==> src/rtl/par_serial_tx.sv <==
`default_nettype none
// ============================================================================
// Module   : par_serial_tx
// Brief    : Byte FIFO plus MSB-first 8-bit symbol serializer; empty slots
//            carry IDLE_CHAR flagged as a K-symbol so the line never stalls.
// Revision : 1.0 - initial release
// ============================================================================
module par_serial_tx #(
    parameter logic [7:0]  IDLE_CHAR  = 8'hBC,
    parameter int unsigned FIFO_DEPTH = 4
) (
    input  logic       clk_16f,
    input  logic       reset,
    input  logic [7:0] data_in,
    input  logic       valid_in,
    output logic       ready_out,
    output logic       data_out,
    output logic       k_out,
    output logic       sym_start,
    output logic       overflow
);

    localparam int c_PTR_W = (FIFO_DEPTH > 1) ? $clog2(FIFO_DEPTH) : 1;
    localparam int c_CNT_W = c_PTR_W + 1;

    logic [7:0]         r_mem [FIFO_DEPTH];
    logic [c_PTR_W-1:0] r_wr_ptr;
    logic [c_PTR_W-1:0] r_rd_ptr;
    logic [c_CNT_W-1:0] r_count;
    logic [2:0]         r_bit_cnt;
    logic [7:0]         r_shift;

    logic               w_push;
    logic               w_load;
    logic               w_pop;
    logic [c_CNT_W-1:0] w_count_next;
    logic [7:0]         w_symbol;

    always_comb begin
        w_push       = valid_in && ready_out;
        w_load       = (r_bit_cnt == 3'd0);
        // Pop only sees bytes already stored, so a same-edge push never bypasses.
        w_pop        = w_load && (r_count != '0);
        w_count_next = r_count + c_CNT_W'(w_push) - c_CNT_W'(w_pop);
        w_symbol     = w_pop ? r_mem[r_rd_ptr] : IDLE_CHAR;
    end

    always_ff @(posedge clk_16f) begin
        if (reset && w_push) begin
            r_mem[r_wr_ptr] <= data_in;
        end
    end

    always_ff @(posedge clk_16f) begin
        if (!reset) begin
            r_wr_ptr  <= '0;
            r_rd_ptr  <= '0;
            r_count   <= '0;
            r_bit_cnt <= 3'd0;
            r_shift   <= 8'd0;
            data_out  <= 1'b0;
            k_out     <= 1'b0;
            sym_start <= 1'b0;
            ready_out <= 1'b0;
            overflow  <= 1'b0;
        end else begin
            r_bit_cnt <= r_bit_cnt + 3'd1;
            if (w_load) begin
                r_shift   <= {w_symbol[6:0], 1'b0};
                data_out  <= w_symbol[7];
                k_out     <= !w_pop;
                sym_start <= 1'b1;
            end else begin
                r_shift   <= {r_shift[6:0], 1'b0};
                data_out  <= r_shift[7];
                sym_start <= 1'b0;
            end
            if (w_push) begin
                r_wr_ptr <= r_wr_ptr + 1'b1;
            end
            if (w_pop) begin
                r_rd_ptr <= r_rd_ptr + 1'b1;
            end
            r_count   <= w_count_next;
            ready_out <= (w_count_next < c_CNT_W'(FIFO_DEPTH));
            overflow  <= overflow | (valid_in & ~ready_out);
        end
    end

endmodule
`default_nettype wire

==> config.mk <==
export PLATFORM = sky130hd
export DESIGN_NAME = par_serial_tx
export DESIGN_NICKNAME = d
export VERILOG_FILES = /design/src/rtl/par_serial_tx.sv
export SDC_FILE = /design/constraint.sdc
export NUM_CORES = 1
export LEC_CHECK = 0
export ABC_AREA = 0
export CELL_PAD_IN_SITES_DETAIL_PLACEMENT = 0
export CELL_PAD_IN_SITES_GLOBAL_PLACEMENT = 1
export CORE_MARGIN = 3
export CORE_UTILIZATION = 50
export CTS_CLUSTER_SIZE = 12
export DETAILED_ROUTE_END_ITERATION = 8
export PLACE_DENSITY = 0.77
export SETUP_SLACK_MARGIN = 0.02
export SYNTH_ARGS = -nofsm -noshare
export SYNTH_HDL_FRONTEND = slang
export SYNTH_SLANG_ARGS = --single-unit
==> constraint.sdc <==
create_clock -name clk_16f -period 4.6 [get_ports clk_16f]
set_clock_uncertainty 0.1 [all_clocks]
set_input_delay 0.92 -clock clk_16f [delete_from_list [all_inputs] [get_ports clk_16f]]
set_output_delay 0.92 -clock clk_16f [all_outputs]
set_load 0.05 [all_outputs]
# After elaboration in Yosys (flattened, before gate mapping)
# Memories as Yosys holds them, arrays and structs flattened. A register that Yosys moved wholly into a read port is not among the register bits.
# Index checks and enable logic that the tools add are counted.
[totals]
reg_bits = 23
latch_bits = 0
ramBits = 32
romBits = 0
inputBits = 11
out_inout_bits = 5
word_cells = 34
n_memories = 1
[classes]
n_addsub = 5
mul = 0
div = 0
order_cmp = 1
n_eq_ne = 0
shifts = 0
mux = 8
bitwise = 3
reduce_logical = 6
[memory_table]
columns = ["name", "depth", "word_bits", "read_ports", "rd_ports_with_merged_regs", "write_ports", "line", "source"]
rows = [
  ["r_mem", 4, 8, 1, 1, 1, "26", "logic [7:0] r_mem [FIFO_DEPTH];"],
]
[op_table]
columns = ["op", "count"]
rows = [
  ["$mux W8", 2],
  ["$add A2 B1 Y2 const B", 2],
  ["$mux W1", 4],
  ["$mux W2", 2],
  ["$add A3 B1 Y3", 1],
  ["$add A3 B1 Y3 const B", 1],
  ["$logic_and A1 B1 Y1", 3],
  ["$logic_not A3 Y1", 1],
  ["$lt A3 B3 Y1 const B", 1],
  ["$reduce_bool A3 Y1", 1],
  ["$sub A3 B1 Y3", 1],
  ["$and A1 B1 Y1", 1],
  ["$logic_not A1 Y1", 1],
  ["$not A1 Y1", 1],
  ["$or A1 B1 Y1", 1],
]

# Depth between registers and ports, before layout
# Gate-level depths: netlist of the first run.
[depth]
ltp_word = 4
ltp_mapped = 11
mapped_depth_nobuf = 11

# Worst setup path before layout of the first run
# OpenSTA, ideal clock, no wires.
[synth_path]
path_kind = "in2reg"
start = "input valid_in"
end = "register ready_out"
setup_ns = 0.115
arrival_time_ns = 2.296
required_ns = 4.385
setup_slack_ns = 2.089
cell_stages = 9
n_path_buf = 1
cell_sequence = "and2_1 > buf_2 > xnor2_1 > ha_1 > inv_1 > fa_1 > xor2_1 > xnor2_1 > and2_1"
[synth_via]
elab_chain_len = 4
[synth_rtl]
columns = ["item", "line", "source"]
rows = [
  ["start: declaration", "15", "input logic valid_in,"],
  ["$logic_and A1 B1 Y1", "40", "w_push = valid_in && ready_out;"],
  ["$add A3 B1 Y3", "44", "w_count_next = r_count + c_CNT_W'(w_push) - c_CNT_W'(w_pop);"],
  ["$sub A3 B1 Y3", "44", ""],
  ["$lt A3 B3 Y1", "85", "ready_out <= (w_count_next < c_CNT_W'(FIFO_DEPTH));"],
  ["end signal: assignment", "85", ""],
  ["end: declaration", "16", "output logic ready_out,"],
]
# Every way passes these cells.
# A chain may end at the register's enable or synchronous reset.

# Worst setup path after layout of the first run
[layout_path]
start = "register r_bit_cnt[0]"
end = "register ready_out"
[layout_via]
elab_chain_len = 4
[layout_rtl]
columns = ["item", "line", "source"]
rows = [
  ["start: declaration", "30", "logic [2:0] r_bit_cnt;"],
  ["start signal: assignment", "67", "r_bit_cnt <= r_bit_cnt + 3'd1;"],
  ["$logic_not A3 Y1", "41", "w_load = (r_bit_cnt == 3'd0);"],
  ["$logic_and A1 B1 Y1", "43", "w_pop = w_load && (r_count != '0);"],
  ["$sub A3 B1 Y3", "44", ""],
  ["$lt A3 B3 Y1", "85", ""],
]
# Every way passes these cells.

==> metrics.cfg, run 1 <==
[floorplanning]
fp.dieW_um = 71.5
initial_utilization_pct = 52.9
ios = 16
core_um2 = 4060
row_count = 23
dieArea_um2 = 5110
die_h_um = 71.5

[detailed_routing]
drtIter0Drc = 66
avgRoutedWirePerCell_um = 15.8
drtAntennaViolNets = 0
drc = 0
met1_length_um = 1500
routed-wl-met2_um = 1590
vias_per_cell = 5.46
wl_met3_um = 129
highest_layer = met4
drt_first_pass_iters = 4
num_vias = 1119
routed_wl_um = 3230

[logic_synthesis]
synth_common_cells = edfxtp_1, dfxtp_1, nor2_1
synthMostInstantiatedCell = edfxtp_1
synth_top_area_share_pct = 44.8
synth_cell_types = 29
syn_avg_cell_area_um2 = 15.4
synthesis.area_um2 = 2140
ys_top_cells_by_area = edfxtp_1, dfxtp_1, mux4_2, ha_1, mux4_1
synth_ff_type = edfxtp_1
yosysWarnings = 0
ys_seq_elements = 56
synthArstFlopShare_pct = 0
yosysSeqAreaShare_pct = 67.2
synth-edff-count = 32
postSynthCellCount = 139
syn_nets = 158
synth.largest_area_cell = edfxtp_1

[worst_hold_path]
hp-start = r_shift[1]
holdCritPathClass = reg -> reg
whs_endpoint = r_shift[2]
hold_depth = 2

[cts]
htree_levels = 2
root_buffer = clkbuf_8
clkSlewWorstSetupHoldPaths_ps = 90
cts.path.max_buffers = 2
cts-resized-gates = 0
postCtsSetupBuffers = 0
cts.sinks = 56
hold_buffers = 0
insertion_delay_ps = 300
cts_buffers = 5
cts_tree = built

[place]
dp_hpwl_um = 2240
pre_cts_slack_ps = 1510
dp.cells = 197
portBuffers = 15
placed_area_um2 = 2320
routabilityCongestion = 0.688

[global_route]
antenna_found_initial = 0
grt_usage_pct = 14.1
grt_max_degree = 17
grt-ovfl-total = 0
grt_pass1_wl_um = 5420
grt_pass1_vias = 1106

[pwr]
total_power_mw = 1.19
power.leakage_nw = 0.868
p_per_area_nw_per_um2 = 493
peakVddDrop_uv = 253

[job]
maxCapViolCount = 0

[sta]
fmax_mhz = 352
period_share_pct = 61.7
worst_slack_ps = 1760
slew_headroom_pct = 43.5
worstMarginPinSlew_ps = 846
tns_ps = 0
finalMaxSlewViolations = 0
finalHoldViolations = 0
finalCriticalPeriod_ps = 2840
rsz0062_at_grt = false
setup_viol = 0

[critical_path]
worstSetupPathType = reg -> reg
critical_path_arrival_ps = 2940
path_max_fanout = 11
r2r_end = ready_out
crit_path_start_kind = flip-flop
required_ps = 4700
worstRegToRegCells = 11
reg2reg_from = r_bit_cnt[0]
ff2ff_setup_slack_ps = 1760
endpoint_kind = flip-flop

[final_layout]
antenna_cells = 0
fin_cells = 205
area_growth_syn_to_layout_pct = 13.0
fin_area_um2 = 2420
final_nets = 173
drive_above_1_share_pct = 8.39
fillers = 320

[status]
status = completed

==> metrics by stage <==
| step | hold WS [ps] | utilization (%) |
|---|---|---|
| floorplan | 317 | - |
| global placement | 328 | 57.1 |
| detailed placement | 337 | 57.1 |
| CTS | 351 | 59.7 |
| global route | 374 | 59.7 |
| finish | 348 | 59.7 |
==> power breakdown <==
group,internal [mW],switching (mW)
Clock,0.161,0.146
Combinational,0.125,0.135
Sequential,0.584,0.0441
Total,0.870,0.325
==> worst max path at each step <==
stage | depth (start not counted) | to | from
floorplan | 9 | ready_out | valid_in
global route | 11 | ready_out | r_bit_cnt[0]
detailed placement | 9 | ready_out | valid_in
CTS | 11 | ready_out | r_bit_cnt[0]
finish | 11 | ready_out | r_bit_cnt[0]
global placement | 9 | ready_out | valid_in
==> metal layers <==
metal	global-route usage [%]	vias up
met4	3.76	0
met5	0	-
met2	22.3	20
met1	19.0	556
li1	-	541
met3	4.63	2
==> worst max-delay path, stage by stage (launching register included) <==
cell and delay [ps]:
dfxtp_1 340, inv_1 60, ha_1 160, nor2b_1 680
nand2_4 180, xnor2_1 210, ha_1 160, inv_1 50
fa_1 370, xor2_1 160, xnor2_1 130, and2_1 150
==> layout by cell type, fill, tap and decap left out, types with 5 or more instances in the layout <==
| master | count |
|---|---|
| edfxtp_1 | 32 |
| dfxtp_1 | 24 |
| clkdlybuf4s50_1 | 15 |
| nor2_1 | 8 |
| inv_1 | 7 |
| a21oi_1 | 7 |
| ha_1 | 7 |
| mux4_2 | 5 |
| o221a_1 | 5 |
| clkbuf_8 | 5 |
==> final cells by class <==
type / count / area, um2 / area share (%)
well taps: 50 / 62.6 / 2.58
repair buffers: 15 / 150 / 6.20
clock buffers: 6 / 72.6 / 2.99
flip-flops and latches: 56 / 1440 / 59.5
inverters: 7 / 26.3 / 1.08
clock inverters: 2 / 35.0 / 1.45
multi-input cells: 69 / 636 / 26.2
==> logic make-up (layout without fill, tap and decap cells) <==
| kind of cell | after synthesis | count (layout) | synth area share [%] |
|---|---|---|---|
| and+or+nand+nor | 32 | 32 | 7.99 |
| xor gates and xnor gates | 5 | 5 | 2.04 |
| buffers and inverters | 14 | 30 | 3.15 |
| muxes | 10 | 10 | 9.86 |
| AOI/OAI and AO/OA | 14 | 14 | 4.73 |
| adders and majority gates | 8 | 8 | 5.02 |
| DFF | 56 | 56 | 67.2 |
==> state kept, by name, summed over array words and instances, names as in the netlist, named ones only <==
register,flops
sym_start,1
r_rd_ptr,2
r_wr_ptr,2
r_mem,32
r_count,3
overflow,1
ready_out,1
r_bit_cnt,3
k_out,1
r_shift,7
data_out,1
Power figures use the tool's default switching activity.
==> run 2: changes to the inputs <==
--- a/config.mk
+++ b/config.mk
@@ -9,10 +9,10 @@
 export CELL_PAD_IN_SITES_DETAIL_PLACEMENT = 0
 export CELL_PAD_IN_SITES_GLOBAL_PLACEMENT = 1
 export CORE_MARGIN = 3
-export CORE_UTILIZATION = 50
+export CORE_UTILIZATION = 43
 export CTS_CLUSTER_SIZE = 12
 export DETAILED_ROUTE_END_ITERATION = 8
-export PLACE_DENSITY = 0.77
+export PLACE_DENSITY = 0.7
 export SETUP_SLACK_MARGIN = 0.02
 export SYNTH_ARGS = -nofsm -noshare
 export SYNTH_HDL_FRONTEND = slang
==> constraint.sdc (replaced) <==
create_clock -name clk_16f -period 2.5 [get_ports clk_16f]
set_clock_uncertainty 0.1 [all_clocks]
set_input_delay 0.5 -clock clk_16f [delete_from_list [all_inputs] [get_ports clk_16f]]
set_output_delay 0.5 -clock clk_16f [all_outputs]
set_load 0.05 [all_outputs]
==> run 2 against run 1 <==
Sequential share of layout area shrank 0.91 points. Register-to-register slack got worse by 1600 ps. Hold slack improved by 4.7 ps. Sequential power up 83%. Die area increased by 15%. Via count shrank 0.80%. Total power is 80% higher. Highest routed layer unchanged.
==> metrics.cfg, run 2 (synthesis results as in run 1) <==
[status]
status = completed

[sta]
finalCriticalPeriod_ps = 2300
rsz0062_at_grt = false
worstMarginPinSlew_ps = 521
finalHoldViolations = 0
setup_viol = 0
tns_ps = 0
period_share_pct = 92.2
fmax_mhz = 434
slew_headroom_pct = 65.2
finalMaxSlewViolations = 0

[critical_path]
path_max_fanout = 5
endpoint_kind = flip-flop
path_delay_family = simple AND/OR/NAND/NOR gates
critPathMaxStageDelay_ps = 490
crit_top_cell = xnor2_1
critical_path_arrival_ps = 2400
critPathBufInv = 1
worstSetupPathType = reg -> reg
crit_path_start_kind = flip-flop
required_ps = 2600
slowest_stage = or3_1
crit_chain = or3_1, nand2_4, xnor2_1, ha_1, inv_1, fa_1, xor2_1, xnor2_1, and2_1

[floorplanning]
core_um2 = 4790
ios = 16
die_h_um = 76.6
fp.dieW_um = 76.6
row_count = 25
initial_utilization_pct = 44.8
dieArea_um2 = 5870

[cts]
cts_buffers = 5
root_buffer = clkbuf_8
clkSlewWorstSetupHoldPaths_ps = 90
insertion_delay_ps = 290
cts.path.max_buffers = 2
cts_tree = built
cts.sinks = 56
hold_buffers = 0
htree_levels = 2
cts-resized-gates = 0
postCtsSetupBuffers = 0

[final_layout]
area_growth_syn_to_layout_pct = 14.8
fillers = 408
final_nets = 177
largest_reg_flops = 32
reg_top3 = r_mem x32, r_shift x7
fin_cells = 226
top_register = r_mem
final_common_cell = edfxtp_1
layout_common_cells = edfxtp_1, dfxtp_1, clkdlybuf4s50_1, nor2_1
drive_above_1_share_pct = 10.7
antenna_cells = 0

[global_route]
grt-ovfl-total = 0
grt_pass1_wl_um = 5870
grt_pass1_vias = 1201
grt_max_degree = 17
grt_usage_pct = 13.1
antenna_found_initial = 0

[detailed_routing]
routed_wl_um = 3310
drtIter0Drc = 27
vias_per_cell = 4.91
drt_first_pass_iters = 4
num_vias = 1110
drtAntennaViolNets = 0
drc = 0
avgRoutedWirePerCell_um = 14.7

[place]
dp.cells = 218
portBuffers = 15
routabilityCongestion = 0.660
dp_hpwl_um = 2290

[pwr]
power.leakage_nw = 0.880
p_per_area_nw_per_um2 = 874
peakVddDrop_uv = 406

[job]
maxCapViolCount = 0

[worst_hold_path]
holdCritPathClass = reg -> reg

## run 2: changes by cell type in the layout (fill, tap and decap cells not counted), sizes merged
cell / delta
buf: +4
bufinv: -1
clkbuf: +1
## run 2: path summary, 6_finish.rpt
kind	start	to	slack, ps	cells after the start
worst max-delay path	r_count[2]	ready_out	200	9
worst min-delay path	r_shift[6]	r_shift[7]	350	2
worst max register to register	r_count[2]	ready_out	200	9
worst min register to register	r_shift[6]	r_shift[7]	350	2
## run 2: per-stage QoR
step                setup slack, ps  area (um2)  hold WS (ps)  util (%)  power [mW]
finish                          196        2460           353      51.4        2.15
global route                   34.1        2460           392      51.4        2.28
CTS                             151        2460           358      51.4        2.18
detailed placement             5.64        2370           340      49.5        1.69
global placement               28.1        2370           330      49.5        1.68
floorplan                       213        2140           317         -        1.56
## run 2: cell type report
cell class / instances / area [um2] / area share, %
clock inverter: 1 / 7.51 / 0.305
sequential: 56 / 1440 / 58.6
tap: 67 / 83.8 / 3.41
inverter: 7 / 26.3 / 1.07
clock buffer: 7 / 86.3 / 3.51
multi-input combinational: 69 / 636 / 25.8
timing repair buffer: 19 / 180 / 7.32
## run 2: metal layers
layer	vias up	GRT usage, %	routed length [um]
met5	-	0	0
met4	0	4.35	24
met3	2	3.78	99
met2	15	22.8	1680
met1	547	15.6	1510
li1	546	-	-
## run 2: report_power, final
group          switching (mW)  leakage [nW]  internal [mW]
Clock                   0.267        0.0445          0.225
Sequential             0.0797         0.487           1.08
Combinational           0.258         0.349          0.247
## run 2: worst reg2reg max path, cell delays in order, from the launching register on
cell and delay (ps):
dfxtp_1 340, or3_1 490, nand2_4 120, xnor2_1 120
ha_1 160, inv_1 50, fa_1 370, xor2_1 160
xnor2_1 140, and2_1 160
